## config.mk

```make
export PLATFORM = sky130hd
export DESIGN_NAME = icb_ra_burst_master
export DESIGN_NICKNAME = d
export VERILOG_FILES = /design/src/rtl/icb_ra_burst_master.sv
export SDC_FILE = /design/constraint.sdc
export NUM_CORES = 1
export LEC_CHECK = 0
export CORE_ASPECT_RATIO = 1.4
export CORE_MARGIN = 2
export CORE_UTILIZATION = 43
export CTS_CLUSTER_DIAMETER = 120
export DETAILED_ROUTE_END_ITERATION = 16
export MAX_ROUTING_LAYER = met4
export PLACE_DENSITY = 0.89
export SYNTH_ARGS = -nofsm -noshare
export SYNTH_HDL_FRONTEND = slang
export SYNTH_SLANG_ARGS = --single-unit
```

## constraint.sdc

```tcl
create_clock -name clk -period 2.8 [get_ports clk]
set_input_delay 0.28 -clock clk [delete_from_list [all_inputs] [get_ports clk]]
set_output_delay 0.28 -clock clk [all_outputs]
set_load 0.1 [all_outputs]
```

## src/rtl/icb_ra_burst_master.sv

```systemverilog
//==========================================================================
// icb_ra_burst_master : fabric-side ICB burst initiator for the robotic-arm
// register block. Optional response-timeout abort: ICB_RA_MST_TIMEOUT_EN.
// Revision: 1.0
//==========================================================================
`default_nettype none

module icb_ra_burst_master #(
    parameter int unsigned ADDR_STEP   = 1,
    parameter int unsigned TIMEOUT_CYC = 255
) (
    input  logic        clk,
    input  logic        rst_n,
    input  logic        req_valid,
    output logic        req_ready,
    input  logic        req_read,
    input  logic [31:0] req_addr,
    input  logic [4:0]  req_len,
    input  logic        wd_valid,
    output logic        wd_ready,
    input  logic [31:0] wd_data,
    output logic        res_valid,
    input  logic        res_ready,
    output logic [31:0] res_rdata,
    output logic        res_last,
    output logic        busy,
    output logic        done,
    output logic        err,
    output logic        o_icb_cmd_valid,
    input  logic        o_icb_cmd_ready,
    output logic [31:0] o_icb_cmd_addr,
    output logic        o_icb_cmd_read,
    output logic [31:0] o_icb_cmd_wdata,
    input  logic        o_icb_rsp_valid,
    output logic        o_icb_rsp_ready,
    input  logic [31:0] o_icb_rsp_rdata
);

    localparam logic [31:0] C_STEP = 32'(ADDR_STEP);

    typedef enum logic [1:0] {
        S_IDLE  = 2'd0,
        S_WLOAD = 2'd1,
        S_CMD   = 2'd2,
        S_RSP   = 2'd3
    } state_t;

    state_t      r_state;
    state_t      w_state_nxt;
    logic [31:0] r_addr;
    logic [31:0] r_wdata;
    logic [31:0] r_res_data;
    logic [5:0]  r_cnt;
    logic        r_read;
    logic        r_res_valid;
    logic        r_res_last;
    logic        r_done;

    logic        w_cmd_valid;
    logic        w_beat_done;
    logic        w_abort;
    logic        w_last;
    logic        w_slot_free;
    logic        w_req_hs;
    logic        w_to_hit;

    assign w_last      = (r_cnt == 6'd1);
    // A slot being consumed this cycle counts as free, keeping reads at 2 cycles/beat.
    assign w_slot_free = ~r_res_valid | res_ready;
    assign w_req_hs    = req_valid & (r_state == S_IDLE);

    always_ff @(posedge clk or negedge rst_n) begin
        if (!rst_n) begin
            r_state <= S_IDLE;
        end else begin
            r_state <= w_state_nxt;
        end
    end

    always_comb begin
        w_state_nxt     = r_state;
        req_ready       = 1'b0;
        wd_ready        = 1'b0;
        w_cmd_valid     = 1'b0;
        o_icb_rsp_ready = 1'b0;
        w_beat_done     = 1'b0;
        w_abort         = 1'b0;
        case (r_state)
            S_IDLE: begin
                req_ready = 1'b1;
                if (req_valid) begin
                    w_state_nxt = req_read ? S_CMD : S_WLOAD;
                end
            end
            S_WLOAD: begin
                wd_ready = 1'b1;
                if (wd_valid) begin
                    w_state_nxt = S_CMD;
                end
            end
            S_CMD: begin
                o_icb_rsp_ready = 1'b1;
                w_cmd_valid     = ~r_read | w_slot_free;
                if (w_cmd_valid && o_icb_cmd_ready) begin
                    if (o_icb_rsp_valid) begin
                        w_beat_done = 1'b1;
                    end else begin
                        w_state_nxt = S_RSP;
                    end
                end
            end
            S_RSP: begin
                o_icb_rsp_ready = 1'b1;
                if (o_icb_rsp_valid) begin
                    w_beat_done = 1'b1;
                end
            end
            default: w_state_nxt = S_IDLE;
        endcase
        if (w_beat_done) begin
            w_state_nxt = w_last ? S_IDLE : (r_read ? S_CMD : S_WLOAD);
        end
        // A beat completing on the limit cycle wins over the abort.
        w_abort = w_to_hit & ((r_state == S_RSP) | w_cmd_valid) & ~w_beat_done;
        if (w_abort) begin
            w_state_nxt = S_IDLE;
        end
    end

    always_ff @(posedge clk or negedge rst_n) begin
        if (!rst_n) begin
            r_addr      <= 32'd0;
            r_wdata     <= 32'd0;
            r_cnt       <= 6'd0;
            r_read      <= 1'b0;
            r_done      <= 1'b0;
            r_res_valid <= 1'b0;
            r_res_data  <= 32'd0;
            r_res_last  <= 1'b0;
        end else begin
            r_done <= 1'b0;
            if (w_req_hs) begin
                r_addr <= req_addr;
                r_cnt  <= (req_len == 5'd0) ? 6'd32 : {1'b0, req_len};
                r_read <= req_read;
            end
            if (wd_ready && wd_valid) begin
                r_wdata <= wd_data;
            end
            if (w_beat_done) begin
                r_addr <= r_addr + C_STEP;
                r_cnt  <= r_cnt - 6'd1;
                if (w_last) begin
                    r_done <= 1'b1;
                end
            end
            if (w_abort) begin
                r_done <= 1'b1;
            end
            if (w_beat_done && r_read) begin
                r_res_valid <= 1'b1;
                r_res_data  <= o_icb_rsp_rdata;
                r_res_last  <= w_last;
            end else if (r_res_valid && res_ready) begin
                r_res_valid <= 1'b0;
                r_res_last  <= 1'b0;
            end
        end
    end

`ifdef ICB_RA_MST_TIMEOUT_EN
    localparam int unsigned C_TO_W = ($clog2(TIMEOUT_CYC + 1) > 8) ? $clog2(TIMEOUT_CYC + 1) : 8;

    logic [C_TO_W-1:0] r_to_cnt;
    logic              r_err;
    logic              w_wait;

    // Only cycles spent waiting on the target count; result back-pressure stalls do not.
    assign w_wait   = (r_state == S_RSP) | w_cmd_valid;
    assign w_to_hit = (r_to_cnt == C_TO_W'(TIMEOUT_CYC - 1));

    always_ff @(posedge clk or negedge rst_n) begin
        if (!rst_n) begin
            r_to_cnt <= '0;
            r_err    <= 1'b0;
        end else begin
            if (w_req_hs) begin
                r_err <= 1'b0;
            end else if (w_abort) begin
                r_err <= 1'b1;
            end
            if (w_req_hs || w_beat_done || w_abort) begin
                r_to_cnt <= '0;
            end else if (w_wait) begin
                r_to_cnt <= r_to_cnt + 1'b1;
            end
        end
    end

    assign err = r_err;
`else
    logic [31:0] w_unused_to;
    assign w_unused_to = 32'(TIMEOUT_CYC);
    assign w_to_hit    = 1'b0;
    assign err         = 1'b0;
`endif

    assign busy            = (r_state != S_IDLE);
    assign done            = r_done;
    assign res_valid       = r_res_valid;
    assign res_rdata       = r_res_data;
    assign res_last        = r_res_last;
    assign o_icb_cmd_valid = w_cmd_valid;
    assign o_icb_cmd_addr  = r_addr;
    assign o_icb_cmd_read  = r_read;
    assign o_icb_cmd_wdata = r_wdata;

endmodule

`default_nettype wire

```

==> qor.csv <==
metric;value;unit
worstMarginPinSlew;1.16;ns
firstDrtPassIters;4;
slew-limit-headroom;22.7;%
cts_root_buf;clkbuf_16;
timing.final.crit_share;89.2;%
drc;0;
yosysWarnings;0;
grt_pass1_wl;21300;um
setup_viol;0;
status;complete, no violations;
postCtsSetupRepairBufs;0;
rsz0062_at_grt;no;
critPathKind;flip-flop to flip-flop;
detail-route-antenna-nets;0;
rows;46;
gp_congestion;0.851;
skew;0.00552;ns
yosysUniqueCellTypes;56;
async_reset_ff_share;100;%
antenna_found_initial;0;
grt_pass1_vias;4184;
cts.reportedPaths.clkPinSlew;0.07;ns
cts_num_sinks;108;
track_usage;22.8;%
final_hold_viol_count;0;
synth_cells;427;
setup_tns;0;ns
die_h;131;um
synth_seq_area_share;54.5;%
wl_per_cell;17.8;um
final_nets;759;
layout-drive-gt1-share;28.1;%
clockBufferDepth;2;
pin_count;215;
fillers;839;
clk_latency;0.35;ns
dr_total_vias;4358;
initialDrtViolationCount;206;
final_util;64.9;%
timing.fmax;0.400;GHz
grt_overflow;0;
pre_cts_ws;0.105;ns
synth-edff-count;0;
ys_seq_elements;108;
synth_flop_cell;dfrtp_1;
start_util;44.0;%
core;0.0113;mm^2
cpPeakStageDelay;0.88;ns
tritoncts;yes;
crit_path_end_kind;flip-flop;
cp_slowest_cell;nor2_1;
synth.avg_cell_area;11.6;um^2
multi_input_area;0.00213;mm^2
crit_fanout;15;
hold_class;input port to async pin;
seqCellArea;0.00270;mm^2
grt_start_max_net_pins;62;
cts_buffers;9;
routed_via_density;5.51;
antenna_cells;0;
required;3.06;ns
die-area;0.0124;mm^2
die_width;94.8;um
startpoint;r_state[0];
syn_to_final_growth;47.7;%
syn_area;0.00496;mm^2
io_buffers;213;
reg2reg_from;r_state[0];
arrival;2.76;ns
min_period;2.50;ns
crit_chain;inv_1 > ha_1 > nand3_1 > o21ai_2 > nor2_1 > buf_4 > nor3_1 > a211oi_1;
htree_num_levels;3;
synth_fp_nets;543;
finalWorstSetupSlack;0.303;ns
maxSlewViolCount;0;
cap_violations;0;
dp_hpwl;10500;um
startpoint_type;flip-flop;
finalWirelength;14100;um
## repair_timing
action	in CTS	in global routing
endpoints found under the hold margin	47	0
endpoints found under the setup margin	0	0
resized for setup	0	0
hold buffers	1	0
## path summary, 6_finish.rpt
check                                       to  slack, ns  cells after the start
setup / recovery            o_icb_cmd_addr[26]       0.30                      8
hold / removal             o_icb_cmd_wdata[30]       0.50                      2
setup reg to reg            o_icb_cmd_addr[26]       0.30                      8
hold reg to reg                  res_rdata[14]       0.50                      1
max in group asynchronous  o_icb_cmd_wdata[31]       1.53                      3
min in group clk                 res_rdata[14]       0.50                      1
## state kept, by name, summed over array words and instances (netlist names)
register         count
done                 1
o_icb_cmd_addr      32
o_icb_cmd_read       1
o_icb_cmd_wdata     32
r_cnt                6
r_state              2
res_last             1
res_rdata           32
res_valid            1
## critical path: cells and delay by family, from the launching register on
kind	cells	cell delay, ns
AO/OA/AOI/OAI	2	0.28
adder cells (fa/ha/maj)	1	0.27
buffers and inverters	2	0.37
flip-flops	1	0.41
AND/OR/NAND/NOR	3	1.07
## layout by cell type (no fill, tap or decap), drive strengths merged, types with 3 or more instances in the layout
| master | n |
|---|---|
| clkbuf | 9 |
| a31oi | 4 |
| o221a | 6 |
| nand3 | 19 |
| dfrtp | 108 |
| a221o | 6 |
| or3 | 4 |
| nor2 | 26 |
| a211oi | 9 |
| clkdlybuf4s50 | 107 |
| o21ai | 18 |
| or4 | 4 |
| ha | 7 |
| nand4 | 10 |
| mux2 | 66 |
| inv | 16 |
| and2 | 3 |
| clkinvlp | 3 |
| a21oi | 17 |
| o211ai | 6 |
| and3 | 6 |
| nor3 | 11 |
| nand2 | 28 |
| o22ai | 6 |
| buf | 116 |
| nor4 | 6 |
## stage by stage
| stage | cell area, um^2 | instances | hold slack [ns] |
|---|---|---|---|
| detailed placement | 7020 | 775 | 0.336 |
| CTS | 7330 | 791 | 0.498 |
| finish | 7330 | 791 | 0.495 |
| global placement | 7020 | 775 | 0.324 |
| global route | 7330 | 791 | 0.511 |
| floorplan | 4970 | 427 | -0.0156 |
## kinds of logic (layout without fill, tap and decap cells)
kind of cell,after synthesis,count (layout),synth area share [%]
compound gates,84,84,11.7
fa+ha+maj,7,7,1.77
buf+inv,33,253,2.72
flops,108,108,54.5
mux,67,67,15.2
other cells,1,1,0.0756
simple gates,127,127,14.0
## metal layers
metal | vias up | track usage [%] | part of all wire (%)
met1 | 2118 | 25.7 | 37
met3 | 15 | 3.95 | 7.9
met5 | - | - | 0
met4 | 0 | 7.67 | 1.4
li1 | 2019 | - | -
met2 | 206 | 40.7 | 53
## area by class of cell
class / count / share of cell area (%)
multi-input cells: 286 / 29.0
clock inverters: 6 / 0.974
repair buffers: 224 / 26.8
well taps: 144 / 2.46
flip-flops and latches: 108 / 36.9
inverters: 14 / 0.769
clock buffers: 9 / 3.07
## cells in the mapped netlist (all sizes together) (2+ instances only)
cell type / number / area [um^2]
a211oi: 9 / 67.6
a21oi: 17 / 85.1
a221o: 6 / 60.1
a311oi: 2 / 17.5
a31oi: 4 / 25.0
and2: 3 / 18.8
and3: 6 / 37.5
buf: 10 / 48.8
clkbuf: 9 / 33.8
dfrtp: 108 / 2700
ha: 7 / 87.6
inv: 14 / 52.6
mux2: 66 / 743
nand2: 28 / 105
nand2b: 2 / 12.5
nand3: 19 / 95.1
nand4: 10 / 83.8
nor2: 26 / 97.6
nor2b: 2 / 12.5
nor3: 11 / 60.1
nor3b: 2 / 26.3
nor4: 6 / 58.8
o211ai: 6 / 45.0
o21ai: 18 / 93.8
o221a: 6 / 67.6
o22ai: 6 / 37.5
o32ai: 2 / 17.5
or2: 2 / 12.5
or3: 4 / 25.0
or4: 4 / 33.8
Power is left out: the tool's default activity adds up to more than one toggle a clock period on the data nets, which glitch-free logic cannot reach.
